==> src/rtl/audio_dac_serializer_pkg.sv <==
// Shared sample types for the codec audio path (DAC serializer, ADC deserializer).
package audio_pkg;

    localparam int SAMPLE_W = 24;

    typedef logic signed [SAMPLE_W-1:0] sample_t;

    typedef struct packed {
        sample_t l;
        sample_t r;
    } stereo_t;

    typedef enum logic [1:0] {
        WAIT_SYNC,
        LEFT,
        RIGHT
    } tx_state_t;

endpackage

==> src/rtl/audio_dac_serializer_sample_fifo.sv <==
// Single-clock FIFO of stereo sample pairs with occupancy count.
// Latency: push visible at pop_dat_o the cycle after the push edge; pop data is read combinationally.
// Backpressure: full_o high blocks pushes; pushes while full and pops while empty are ignored.
module sample_fifo
    import audio_pkg::*;
#(
    parameter int DEPTH = 4
) (
    input  logic                     clk_i,
    input  logic                     rst_i,
    input  logic                     push_i,
    input  stereo_t                  push_dat_i,
    output logic                     full_o,
    input  logic                     pop_i,
    output stereo_t                  pop_dat_o,
    output logic                     empty_o,
    output logic [$clog2(DEPTH):0]   count_o
);

    localparam int PTR_W = $clog2(DEPTH);
    localparam int CNT_W = PTR_W + 1;

    stereo_t            mem_q [DEPTH];
    logic [PTR_W-1:0]   wr_ptr_q, wr_ptr_d;
    logic [PTR_W-1:0]   rd_ptr_q, rd_ptr_d;
    logic [CNT_W-1:0]   count_q, count_d;
    logic               do_push, do_pop;

    assign full_o    = (count_q == CNT_W'(DEPTH));
    assign empty_o   = (count_q == '0);
    assign count_o   = count_q;
    assign pop_dat_o = mem_q[rd_ptr_q];

    assign do_push = push_i & ~full_o;
    assign do_pop  = pop_i & ~empty_o;

    always_comb begin
        wr_ptr_d = wr_ptr_q;
        rd_ptr_d = rd_ptr_q;
        count_d  = count_q;
        if (do_push) wr_ptr_d = wr_ptr_q + PTR_W'(1);
        if (do_pop)  rd_ptr_d = rd_ptr_q + PTR_W'(1);
        case ({do_push, do_pop})
            2'b10:   count_d = count_q + CNT_W'(1);
            2'b01:   count_d = count_q - CNT_W'(1);
            default: count_d = count_q;
        endcase
    end

    always_ff @(posedge clk_i or posedge rst_i) begin
        if (rst_i) begin
            wr_ptr_q <= '0;
            rd_ptr_q <= '0;
            count_q  <= '0;
        end else begin
            wr_ptr_q <= wr_ptr_d;
            rd_ptr_q <= rd_ptr_d;
            count_q  <= count_d;
        end
    end

    always_ff @(posedge clk_i) begin
        if (do_push) mem_q[wr_ptr_q] <= push_dat_i;
    end

endmodule

==> src/rtl/audio_dac_serializer.sv <==
// Buffers stereo pairs and shifts them MSB-first, left-justified, onto the codec DAC pin.
// Latency: AUD_DACDAT follows a BCLK/LRCK pin change by SYNC_STAGES+1 CLOCK_50 edges.
// Backpressure: write_ready = FIFO not full (low during reset); pushes while not ready are dropped.
module audio_dac_serializer
    import audio_pkg::*;
#(
    parameter int DATA_WIDTH  = 24,
    parameter int FIFO_DEPTH  = 4,
    parameter int SYNC_STAGES = 2
) (
    input  logic                          CLOCK_50,
    input  logic                          reset,
    input  logic                          write,
    input  logic [DATA_WIDTH-1:0]         writedata_left,
    input  logic [DATA_WIDTH-1:0]         writedata_right,
    output logic                          write_ready,
    input  logic                          AUD_BCLK,
    input  logic                          AUD_DACLRCK,
    output logic                          AUD_DACDAT,
    output logic                          underrun,
    output logic [$clog2(FIFO_DEPTH):0]   fill_level
);

    localparam int CNT_W = $clog2(SAMPLE_W + 1);
    localparam logic [CNT_W-1:0] CNT_MAX = CNT_W'(SAMPLE_W);

    logic [SYNC_STAGES-1:0] bclk_sync_q, lr_sync_q;
    logic                   bclk_hist_q, lr_hist_q;
    logic [SYNC_STAGES:0]   prime_q;
    logic                   edges_ok, bclk_fall, lr_rise, lr_fall;

    tx_state_t          state_q, state_d;
    sample_t            shreg_q, shreg_d;
    sample_t            hold_r_q, hold_r_d;
    logic [CNT_W-1:0]   cnt_q, cnt_d;
    logic               underrun_q, underrun_d;

    stereo_t            wr_pair, fifo_dat;
    logic               fifo_full, fifo_empty, fifo_pop;

    assign wr_pair     = {writedata_left, writedata_right};
    assign write_ready = ~fifo_full & ~reset;

    sample_fifo #(
        .DEPTH (FIFO_DEPTH)
    ) u_fifo (
        .clk_i      (CLOCK_50),
        .rst_i      (reset),
        .push_i     (write & write_ready),
        .push_dat_i (wr_pair),
        .full_o     (fifo_full),
        .pop_i      (fifo_pop),
        .pop_dat_o  (fifo_dat),
        .empty_o    (fifo_empty),
        .count_o    (fill_level)
    );

    // Edges are only trusted once the history flop holds a real pin sample, so a pin
    // already high at reset release is not mistaken for a rising edge.
    always_ff @(posedge CLOCK_50 or posedge reset) begin
        if (reset) begin
            bclk_sync_q <= '0;
            lr_sync_q   <= '0;
            bclk_hist_q <= 1'b0;
            lr_hist_q   <= 1'b0;
            prime_q     <= '0;
        end else begin
            bclk_sync_q <= {bclk_sync_q[SYNC_STAGES-2:0], AUD_BCLK};
            lr_sync_q   <= {lr_sync_q[SYNC_STAGES-2:0], AUD_DACLRCK};
            bclk_hist_q <= bclk_sync_q[SYNC_STAGES-1];
            lr_hist_q   <= lr_sync_q[SYNC_STAGES-1];
            prime_q     <= {prime_q[SYNC_STAGES-1:0], 1'b1};
        end
    end

    assign edges_ok  = prime_q[SYNC_STAGES];
    assign bclk_fall = edges_ok &  bclk_hist_q & ~bclk_sync_q[SYNC_STAGES-1];
    assign lr_rise   = edges_ok & ~lr_hist_q   &  lr_sync_q[SYNC_STAGES-1];
    assign lr_fall   = edges_ok &  lr_hist_q   & ~lr_sync_q[SYNC_STAGES-1];

    always_comb begin
        state_d    = state_q;
        shreg_d    = shreg_q;
        hold_r_d   = hold_r_q;
        cnt_d      = cnt_q;
        underrun_d = underrun_q;
        fifo_pop   = 1'b0;
        // LRCK edges take priority over a coincident BCLK fall, which is consumed.
        if (lr_rise) begin
            state_d = LEFT;
            cnt_d   = '0;
            if (!fifo_empty) begin
                fifo_pop = 1'b1;
                shreg_d  = fifo_dat.l;
                hold_r_d = fifo_dat.r;
            end else begin
                shreg_d    = '0;
                hold_r_d   = '0;
                underrun_d = 1'b1;
            end
        end else begin
            case (state_q)
                LEFT, RIGHT: begin
                    if (lr_fall) begin
                        state_d = RIGHT;
                        shreg_d = hold_r_q;
                        cnt_d   = '0;
                    end else if (bclk_fall && (cnt_q < CNT_MAX)) begin
                        shreg_d = {shreg_q[SAMPLE_W-2:0], 1'b0};
                        cnt_d   = cnt_q + CNT_W'(1);
                    end
                end
                default: state_d = WAIT_SYNC;
            endcase
        end
    end

    always_ff @(posedge CLOCK_50 or posedge reset) begin
        if (reset) begin
            state_q    <= WAIT_SYNC;
            shreg_q    <= '0;
            hold_r_q   <= '0;
            cnt_q      <= '0;
            underrun_q <= 1'b0;
        end else begin
            state_q    <= state_d;
            shreg_q    <= shreg_d;
            hold_r_q   <= hold_r_d;
            cnt_q      <= cnt_d;
            underrun_q <= underrun_d;
        end
    end

    // Zeros shift in behind the sample, so the pad bits of a wide slot are 0.
    assign AUD_DACDAT = shreg_q[SAMPLE_W-1];
    assign underrun   = underrun_q;

endmodule
==> config.mk <==
export PLATFORM = sky130hd
export DESIGN_NAME = audio_dac_serializer
export DESIGN_NICKNAME = d
export VERILOG_FILES = /design/src/rtl/audio_dac_serializer_pkg.sv /design/src/rtl/audio_dac_serializer_sample_fifo.sv /design/src/rtl/audio_dac_serializer.sv
export SDC_FILE = /design/constraint.sdc
export NUM_CORES = 1
export LEC_CHECK = 0
export ABC_AREA = 1
export CAP_MARGIN = 20
export CORE_UTILIZATION = 35
export CTS_CLUSTER_SIZE = 12
export DETAILED_ROUTE_END_ITERATION = 16
export GPL_TIMING_DRIVEN = 1
export PLACE_DENSITY_LB_ADDON = 0.25
export SLEW_MARGIN = 20
export SYNTH_ARGS = -nofsm -noshare
export SYNTH_HDL_FRONTEND = slang
export SYNTH_SLANG_ARGS = --single-unit
==> constraint.sdc <==
create_clock -name CLOCK_50 -period 4.51 [get_ports CLOCK_50]
set_input_delay 1.353 -clock CLOCK_50 [delete_from_list [all_inputs] [get_ports CLOCK_50]]
set_output_delay 1.353 -clock CLOCK_50 [all_outputs]
set_load 0.01 [all_outputs]
==> impl_metrics.yaml <==
floorplanning:
  core_mm2: 0.03075
  ios: 59
  row_count: 64
  initial_utilization_pct: 35.79
  die_h_um: 179.3
  dieArea_mm2: 0.03215
  die-width_um: 179.3
detailed_routing:
  dr.pass1.iters: 12
  drc_errors: 6
  vias: 7126
  viasPerCell: 4.591
  wl_per_cell_um: 15.26
  ant_nets: 0
  drt_iter0_drc: 422
  totalWireLength_um: 23680
global_routing:
  antenna_found_initial: 0
  grtUsageTotal_pct: 15.28
  grt_max_degree: 98
  grt_pass1_wl_um: 37640
  grt_pass1_vias: 6865
  grt-ovfl-total: 0
synthesis:
  synthCells: 1079
  syn_nets: 1139
  yosysWarnings: 0
  syn_avg_cell_area_um2: 10.20
  syn_area_mm2: 0.01100
  synth_seq_cells: 264
  synth_seq_area_share_pct: 68.77
  ys_types: 28
outcome:
  status: "complete, but fails checks"
  violations: "DRC"
hold_path:
  hold_class: "flip-flop to flip-flop"
  worst_hold_startpoint: "prime_q[1]"
timing:
  hold_violations: 0
  period_minus_slack_ns: 3.875
  rsz0062_at_grt: "false"
  setup_tns_ns: 0
  clock-skew-final_ns: 0.01285
  finalSetupViolations: 0
  slew_headroom_pct: 26.48
  max_freq_mhz: 258.0
  drv_slew: 0
  period_share_pct: 85.93
  worstMarginPinSlew_ns: 1.100
clock_network:
  clkLatencyLatePin_ns: 0.55
  cts-root-buf: "clkbuf_16"
  cts_hold_buf: 0
  htree_levels: 1
  clock-sinks: 264
  cts_setup_buffers: 0
  cts_tree: "built"
  cts-resized-gates: 0
  clk_pin_slew_ns: 0.05
  clockBufferDepth: 3
  cts_buffers: 29
finish:
  layout.nets: 1193
  multi_input_area_mm2: 0.002794
  synthToLayoutAreaGrowth_pct: 17.20
  final_cells: 1552
  layout-drive-gt1-share_pct: 5.969
  register_area_mm2: 0.007569
  diodes: 0
  postLayoutCoreUtil_pct: 41.94
  fillCellCount: 2989
  fin_area_mm2: 0.01290
placed_design:
  placed_area_mm2: 0.01202
  dp_hpwl_um: 14000
  port_buffers: 58
  gp_congestion: 0.7463
  dp.cells: 1498
power_and_ir_drop:
  p_leak_nw: 5.551
  peakVddDrop_uv: 275.5
  p_total_mw: 7.472
  powerDensity_mw_per_mm2: 579.4
run:
  drv_cap: 0
setup_path:
  startpoint: "reset"
  criticalPathCategory: "input port to primary output"
  worstPathMaxFanout: 2
  critPathLaunchType: "input port"
  end_kind: "primary output"
  worstPathArrival_ns: 2.52
  required_ns: 3.16
  regToRegStartpoint: "prime_q[2]"
-- state kept, by name, summed over array words and instances, names as in the netlist --
signal / flops
prime_q: 3
bclk_sync_q: 2
u_fifo.rd_ptr_q: 2
state_q: 2
hold_r_q: 24
cnt_q: 5
u_fifo.wr_ptr_q: 2
lr_hist_q: 1
u_fifo.mem_q: 192
u_fifo.count_o: 3
shreg_q: 24
underrun: 1
bclk_hist_q: 1
lr_sync_q: 2
-- final cells by class --
cell class                 instances  area share, %
timing repair buffer              73          5.568
clock buffer                      46          6.432
inverter                         117          3.434
tap                              396          3.842
sequential                       264          58.68
clock inverter                     8         0.3783
multi-input combinational        648          21.66
-- cell families (layout without fill, tap and decap cells) --
| kind of cell | after synthesis | after routing | synth area share (%) |
|---|---|---|---|
| xor+xnor | 4 | 4 | 0.3184 |
| simple gates | 552 | 552 | 19.75 |
| compound gates | 84 | 84 | 4.150 |
| buf+inv | 167 | 244 | 6.117 |
| flops | 264 | 264 | 68.77 |
| fa+ha+maj | 7 | 7 | 0.8641 |
| other cells | 1 | 1 | 0.03408 |
-- metrics by stage --
step	hold slack (ns)	worst slack [ns]
finish	0.3486	0.6347
global route	0.3630	0.5807
CTS	0.3512	0.6215
detailed placement	0.3363	0.6338
global placement	0.3325	0.6312
floorplan	0.3312	0.1479
-- layer usage --
metal | global-route usage, % | part of all wire [%] | vias to the layer above
met5 | 0 | 0 | -
met3 | 2.142 | 4.2 | 35
met4 | 4.377 | 2.1 | 0
met2 | 25.77 | 48 | 116
met1 | 20.47 | 46 | 3393
li1 | - | - | 3582
-- power breakdown --
group,total (mW),internal (mW),switching (mW)
Clock,2.17,1.26,0.909
Sequential,3.26,3.06,0.200
Combinational,2.05,0.679,1.37
Total,7.47,4.99,2.48
-- cell usage in the layout (no fill, tap or decap), types with 3 or more instances in the layout --
cell type	count
clkbuf_8	4
nand4_1	3
clkbuf_1	13
clkbuf_16	29
buf_4	13
o22ai_1	24
nand2_1	427
edfxtp_1	192
inv_1	111
nor2_4	5
ha_1	6
nand3_1	54
o21ai_0	51
xor2_1	3
inv_2	5
nor2_1	56
dfrtp_1	71
o21ai_1	4
clkdlybuf4s50_1	58
clkinv_1	5
-- Yosys cell counts --
| library cell | number | area [µm²] |
|---|---|---|
| a21oi_1 | 2 | 10.01 |
| a31oi_1 | 1 | 6.260 |
| buf_1 | 1 | 3.750 |
| buf_2 | 22 | 110.1 |
| buf_4 | 5 | 37.54 |
| clkbuf_1 | 22 | 82.58 |
| conb_1 | 1 | 3.750 |
| dfrtp_1 | 72 | 1802 |
| edfxtp_1 | 192 | 5766 |
| fa_1 | 1 | 20.02 |
| ha_1 | 6 | 75.07 |
| inv_1 | 113 | 424.2 |
| inv_2 | 4 | 15.01 |
| nand2_1 | 427 | 1603 |
| nand2_2 | 2 | 12.51 |
| nand3_1 | 54 | 270.3 |
| nand3b_1 | 1 | 7.510 |
| nand4_1 | 3 | 18.77 |
| nor2_1 | 60 | 225.2 |
| nor2_2 | 2 | 12.51 |
| nor2_4 | 1 | 11.26 |
| o21ai_0 | 51 | 255.2 |
| o21ai_1 | 4 | 20.02 |
| o21bai_1 | 2 | 15.01 |
| o22ai_1 | 24 | 150.1 |
| or2_2 | 2 | 12.51 |
| xnor2_1 | 1 | 8.760 |
| xor2_1 | 3 | 26.28 |
-- critical path, stage by stage --
cell and delay, ns:
clkdlybuf4s50_1 0.45, a31oi_1 0.16, clkdlybuf4s50_1 0.56
-- worst paths after layout --
check | endpoint | slack (ns) | cells past startpoint
setup / recovery | write_ready | 0.63 | 3
hold / removal | prime_q[2] | 0.35 | 0
setup reg to reg | shreg_q[23] | 2.01 | 8
hold reg to reg | prime_q[2] | 0.35 | 0
max in group asynchronous | u_fifo.rd_ptr_q[0] | 2.35 | 3
min in group asynchronous | u_fifo.count_o[2] | 1.49 | 3
Note: power is estimated with default switching activity, not from simulation.
